`config.mk`:
```
export PLATFORM = sky130hd
export DESIGN_NAME = mem_arbiter
export DESIGN_NICKNAME = d
export VERILOG_FILES = /design/src/rtl/mem_arbiter.sv
export SDC_FILE = /design/constraint.sdc
export NUM_CORES = 1
export LEC_CHECK = 0
export CORE_ASPECT_RATIO = 0.6
export CORE_UTILIZATION = 41
export DETAILED_ROUTE_END_ITERATION = 16
export PLACE_DENSITY = 0.81
export SLEW_MARGIN = 15
export SYNTH_ARGS = -nofsm -noshare
export SYNTH_HDL_FRONTEND = slang
export SYNTH_SLANG_ARGS = --single-unit
```
`constraint.sdc`:
```
create_clock -name clk -period 2 [get_ports clk]
set_input_delay 0.2 -clock clk [delete_from_list [all_inputs] [get_ports clk]]
set_output_delay 0.2 -clock clk [all_outputs]
set_load 0.02 [all_outputs]
```
`src/rtl/mem_arbiter.sv`:
```
`default_nettype none
// ============================================================================
// Module      : mem_arbiter
// Description : Round-robin arbiter and access sequencer sharing one
//               single-ported RAM between instruction fetch and load/store.
// Revision    : 1.0 - initial release
// ============================================================================
module mem_arbiter #(
    parameter int ADDR_W = 32,
    parameter int DATA_W = 32,
    parameter int RD_LAT = 1
) (
    input  logic              clk,
    input  logic              rst_n,
    input  logic              if_req,
    input  logic [ADDR_W-1:0] if_addr,
    output logic              if_gnt,
    output logic              if_rvalid,
    output logic [DATA_W-1:0] if_rdata,
    input  logic              ls_req,
    input  logic              ls_we,
    input  logic [ADDR_W-1:0] ls_addr,
    input  logic [DATA_W-1:0] ls_wdata,
    output logic              ls_gnt,
    output logic              ls_rvalid,
    output logic [DATA_W-1:0] ls_rdata,
    output logic              mem_cs,
    output logic              mem_we,
    output logic              mem_oe,
    output logic [ADDR_W-1:0] mem_addr,
    output logic [DATA_W-1:0] mem_din,
    input  logic [DATA_W-1:0] mem_dout
);

    localparam logic [1:0] C_IDLE  = 2'd0;
    localparam logic [1:0] C_ISSUE = 2'd1;
    localparam logic [1:0] C_WAIT  = 2'd2;
    localparam logic [1:0] C_DONE  = 2'd3;

    localparam logic [2:0] C_LAT_M1 = 3'(RD_LAT - 1);

    logic [1:0]        state_q,    state_d;
    logic              owner_ls_q, owner_ls_d;
    logic              ptr_ls_q,   ptr_ls_d;
    logic              we_q,       we_d;
    logic [2:0]        cnt_q,      cnt_d;
    logic [ADDR_W-1:0] addr_q,     addr_d;
    logic [DATA_W-1:0] din_q,      din_d;
    logic [DATA_W-1:0] if_rdata_q, if_rdata_d;
    logic [DATA_W-1:0] ls_rdata_q, ls_rdata_d;
    logic              w_pick_ls;

    always_comb begin
        state_d    = state_q;
        owner_ls_d = owner_ls_q;
        ptr_ls_d   = ptr_ls_q;
        we_d       = we_q;
        cnt_d      = cnt_q;
        addr_d     = addr_q;
        din_d      = din_q;
        if_rdata_d = if_rdata_q;
        ls_rdata_d = ls_rdata_q;
        // LS wins when it is the only requester or when the pointer favours it.
        w_pick_ls  = ls_req && (!if_req || ptr_ls_q);

        case (state_q)
            C_IDLE: begin
                if (if_req || ls_req) begin
                    owner_ls_d = w_pick_ls;
                    ptr_ls_d   = !w_pick_ls;
                    we_d       = w_pick_ls && ls_we;
                    addr_d     = w_pick_ls ? ls_addr : if_addr;
                    if (w_pick_ls && ls_we) begin
                        din_d = ls_wdata;
                    end
                    state_d    = C_ISSUE;
                end
            end
            C_ISSUE: begin
                if (we_q) begin
                    state_d = C_IDLE;
                end else begin
                    state_d = C_WAIT;
                    cnt_d   = C_LAT_M1;
                end
            end
            C_WAIT: begin
                if (cnt_q == 3'd0) begin
                    state_d = C_DONE;
                    if (owner_ls_q) begin
                        ls_rdata_d = mem_dout;
                    end else begin
                        if_rdata_d = mem_dout;
                    end
                end else begin
                    cnt_d = cnt_q - 3'd1;
                end
            end
            C_DONE: begin
                state_d = C_IDLE;
            end
            default: begin
                state_d = C_IDLE;
            end
        endcase
    end

    always_ff @(posedge clk or negedge rst_n) begin
        if (!rst_n) begin
            state_q    <= C_IDLE;
            owner_ls_q <= 1'b0;
            ptr_ls_q   <= 1'b1;
            we_q       <= 1'b0;
            cnt_q      <= 3'd0;
            addr_q     <= '0;
            din_q      <= '0;
            if_rdata_q <= '0;
            ls_rdata_q <= '0;
        end else begin
            state_q    <= state_d;
            owner_ls_q <= owner_ls_d;
            ptr_ls_q   <= ptr_ls_d;
            we_q       <= we_d;
            cnt_q      <= cnt_d;
            addr_q     <= addr_d;
            din_q      <= din_d;
            if_rdata_q <= if_rdata_d;
            ls_rdata_q <= ls_rdata_d;
        end
    end

    // All outputs decode from registered state, so reset clears them at once.
    assign if_gnt    = (state_q == C_ISSUE) && !owner_ls_q;
    assign ls_gnt    = (state_q == C_ISSUE) &&  owner_ls_q;
    assign if_rvalid = (state_q == C_DONE)  && !owner_ls_q;
    assign ls_rvalid = (state_q == C_DONE)  &&  owner_ls_q;
    assign mem_cs    = (state_q == C_ISSUE) || (state_q == C_WAIT);
    assign mem_we    = (state_q == C_ISSUE) &&  we_q;
    assign mem_oe    = ((state_q == C_ISSUE) && !we_q) || (state_q == C_WAIT);
    assign mem_addr  = addr_q;
    assign mem_din   = din_q;
    assign if_rdata  = if_rdata_q;
    assign ls_rdata  = ls_rdata_q;

endmodule
`default_nettype wire

```
==> qor.csv <==
metric,value,unit
netlist.area_leader.share,0.6132,
synth_cell_types,34,
hold_start,ls_wdata[13],
drt-initial-drc-count,212,
critical_path_class,reg2out,
drv_slew,0,
ys_seq_elements,136,
cts_sinks,136,
io_pins,268,
h-tree-depth,4,
antenna_left,0,
synth.largest_area_cell,dfrtp_1,
r2r-start,cnt_q[0],
core,0.01297,sq mm
drc,0,
hold_ws,0.3856,ns
crit_arrival,1.66,ns
start_util,0.4247,
crit_end,if_gnt,
synth_edf_count,0,
finalCriticalPeriod,1.856,ns
wl_per_cell,17.67,um
vias,4173,
syn_avg_cell_area,15.09,sq um
track_usage,0.2168,
overflow,0,
yosysSeqAreaShare,0.6180,
setup-violations-final,0,
hold_viol_final,0,
yosys_warnings,0,
grt_pass1_vias,4419,
synthCells,365,
synthFlopType,dfrtp_1,
synth_area,0.005509,sq mm
cts.clk_slew.worst_paths,0.06,ns
leakage,3.776,nW
nets,779,
regArea,0.003405,sq mm
die_y,91.79,um
cts_tree,built,
rsz0062_at_grt,false,
cap_violations,0,
grt_max_degree,137,
hpwl,10.62,mm
drt_pass1_iterations,4,
n_fill_cell,941,
status,"complete, no violations",
drive_gt1_frac,0.2144,
reg2reg_depth,6,
synth.top_cells.by_count,"135 x dfrtp_1, 89 x mux2_2, 35 x and2_1, 32 x a221o_1, 9 x buf_2",
relSlewSlack,0.5024,
cts-root-buf,clkbuf_16,
port_buffers,267,
clk_path_buf_depth,2,
multi_input_area,0.001967,sq mm
n_antenna_cell,0,
die_area,0.01392,sq mm
cp-end-kind,output port,
path_max_fanout,7,
pre_cts_ws,0.1621,ns
synth_most_common_cell,dfrtp_1,
drt-total-wl,14.54,mm
reg2reg_to,if_rdata[16],
grt_pass1_wl,23.00,mm
postSynth.asyncResetShare,1.000,
vias_per_cell,5.070,
die-width,151.6,um
timing.final.ws_setup,0.1443,ns
rrSetupSlack,0.16,ns
cts_made_buffers,17,
antenna_found_initial,0,
fmax,0.5389,GHz
synth_area_leaders,"dfrtp_1 61%, mux2_2 18%, a221o_1 5.8%",
skew,0.009155,ns
cp-start-kind,flip-flop,
tightest_slew,0.7464,ns
fin_crit_sh,0.9278,
clock_latency,0.40,ns
syn_nets,504,
gp_congestion,0.7593,
ir_drop,0.0008493,V
p_per_area,1710,mW/mm^2
cp.required,1.80,ns
hp-class,in2reg,
placementRows,32,
postCtsSetupRepairBufs,0,
area_growth,62.50,%
tns,0,ns
logic make-up after synthesis:
| family | Yosys count | synth area share |
|---|---|---|
| flops | 136 | 0.6180 |
| mux | 98 | 0.1999 |
| simple gates | 51 | 0.06178 |
| compound gates | 48 | 0.08017 |
| buf+inv | 26 | 0.02657 |
| fa+ha+maj | 6 | 0.01363 |
sequential cells by signal, indices dropped and copies added (netlist names), named ones only:
| register | flops |
|---|---|
| if_rdata | 32 |
| ptr_ls_q | 1 |
| owner_ls_q | 1 |
| mem_addr | 32 |
| ls_rdata | 32 |
| cnt_q | 3 |
| mem_din | 32 |
| state_q | 1 |
| we_q | 1 |
cell usage in the layout (no fill, tap or decap), drive strengths merged:
master / instances
nor2: 2
nor2b: 2
inv: 9
o221ai: 1
nand4b: 1
nor3b: 1
o2111ai: 1
dfstp: 1
and2: 35
o211a: 1
clkinvlp: 4
o22a: 1
clkdlybuf4s50: 259
mux2: 96
a21o: 2
dlygate4sd3: 1
or3b: 1
dlymetal6s2s: 1
o21ai: 3
a221o: 32
clkinv: 5
dfrtp: 135
clkbuf: 21
nand2b: 2
a21oi: 3
bufinv: 1
nand2: 5
a22oi: 1
and3b: 1
nand4bb: 1
mux2i: 2
dlygate4sd2: 4
ha: 6
buf: 9
a221oi: 3
what timing repair did:
item                                    in CTS  in global routing
resized for setup                            7                  6
endpoints found under the hold margin      135                  0
hold buffers                                 1                  0
endpoints found under the setup margin       6                  3
layout make-up:
| class | count | area share |
|---|---|---|
| Clock buffer | 19 | 0.04836 |
| Sequential cell | 136 | 0.3803 |
| Clock inverter | 13 | 0.01370 |
| Inverter | 6 | 0.002516 |
| Multi-Input combinational cell | 203 | 0.2197 |
| Tap cell | 170 | 0.02376 |
| Timing Repair Buffer | 276 | 0.3117 |
stage by stage:
| stage | cell area (sq um) | std cells | power, mW | utilization |
|---|---|---|---|---|
| 6_report | 8952 | 823 | 15.31 | 0.6901 |
| 5_1_grt | 8952 | 823 | 16.19 | 0.6901 |
| 4_1_cts | 8955 | 823 | 15.50 | 0.6903 |
| 3_5_place_dp | 8394 | 790 | 12.54 | 0.6471 |
| 3_3_place_gp | 8394 | 790 | 12.30 | 0.6471 |
| 2_1_floorplan | 5509 | 365 | 8.731 | - |
routing by layer:
layer	vias to the layer above	part of all wire	global-route usage
met5	-	0	0
met4	0	0.017	0.07426
li1	1898	-	-
met2	160	0.48	0.3481
met3	21	0.086	0.07761
met1	2094	0.41	0.2699
where the power goes:
| part | total [mW] | switching (mW) | internal (mW) | leakage (nW) |
|---|---|---|---|---|
| clock | 2.91 | 1.19 | 1.72 | 0.260 |
| combinational | 7.53 | 3.53 | 4.00 | 1.89 |
| sequential | 4.87 | 0.743 | 4.13 | 1.63 |
| total | 15.3 | 5.46 | 9.85 | 3.78 |
worst min path at each step:
| stage | cells after the start | to | slack, ns |
|---|---|---|---|
| 2_1_floorplan | 0 | async pin | -0.1 |
| 3_5_place_dp | 2 | mem_addr[15] | 0.38 |
| 4_1_cts | 2 | mem_din[13] | 0.37 |
| 3_3_place_gp | 2 | mem_addr[14] | 0.37 |
| 6_report | 2 | mem_din[13] | 0.39 |
| 5_1_grt | 2 | mem_din[13] | 0.39 |
worst max-delay path, stage by stage, from the launching register on:
cell,delay [ns]
dfrtp_1,0.40
inv_1,0.11
ha_2,0.25
nor2b_1,0.14
dlygate4sd2_1,0.36
(Power assumes the default switching activity.)
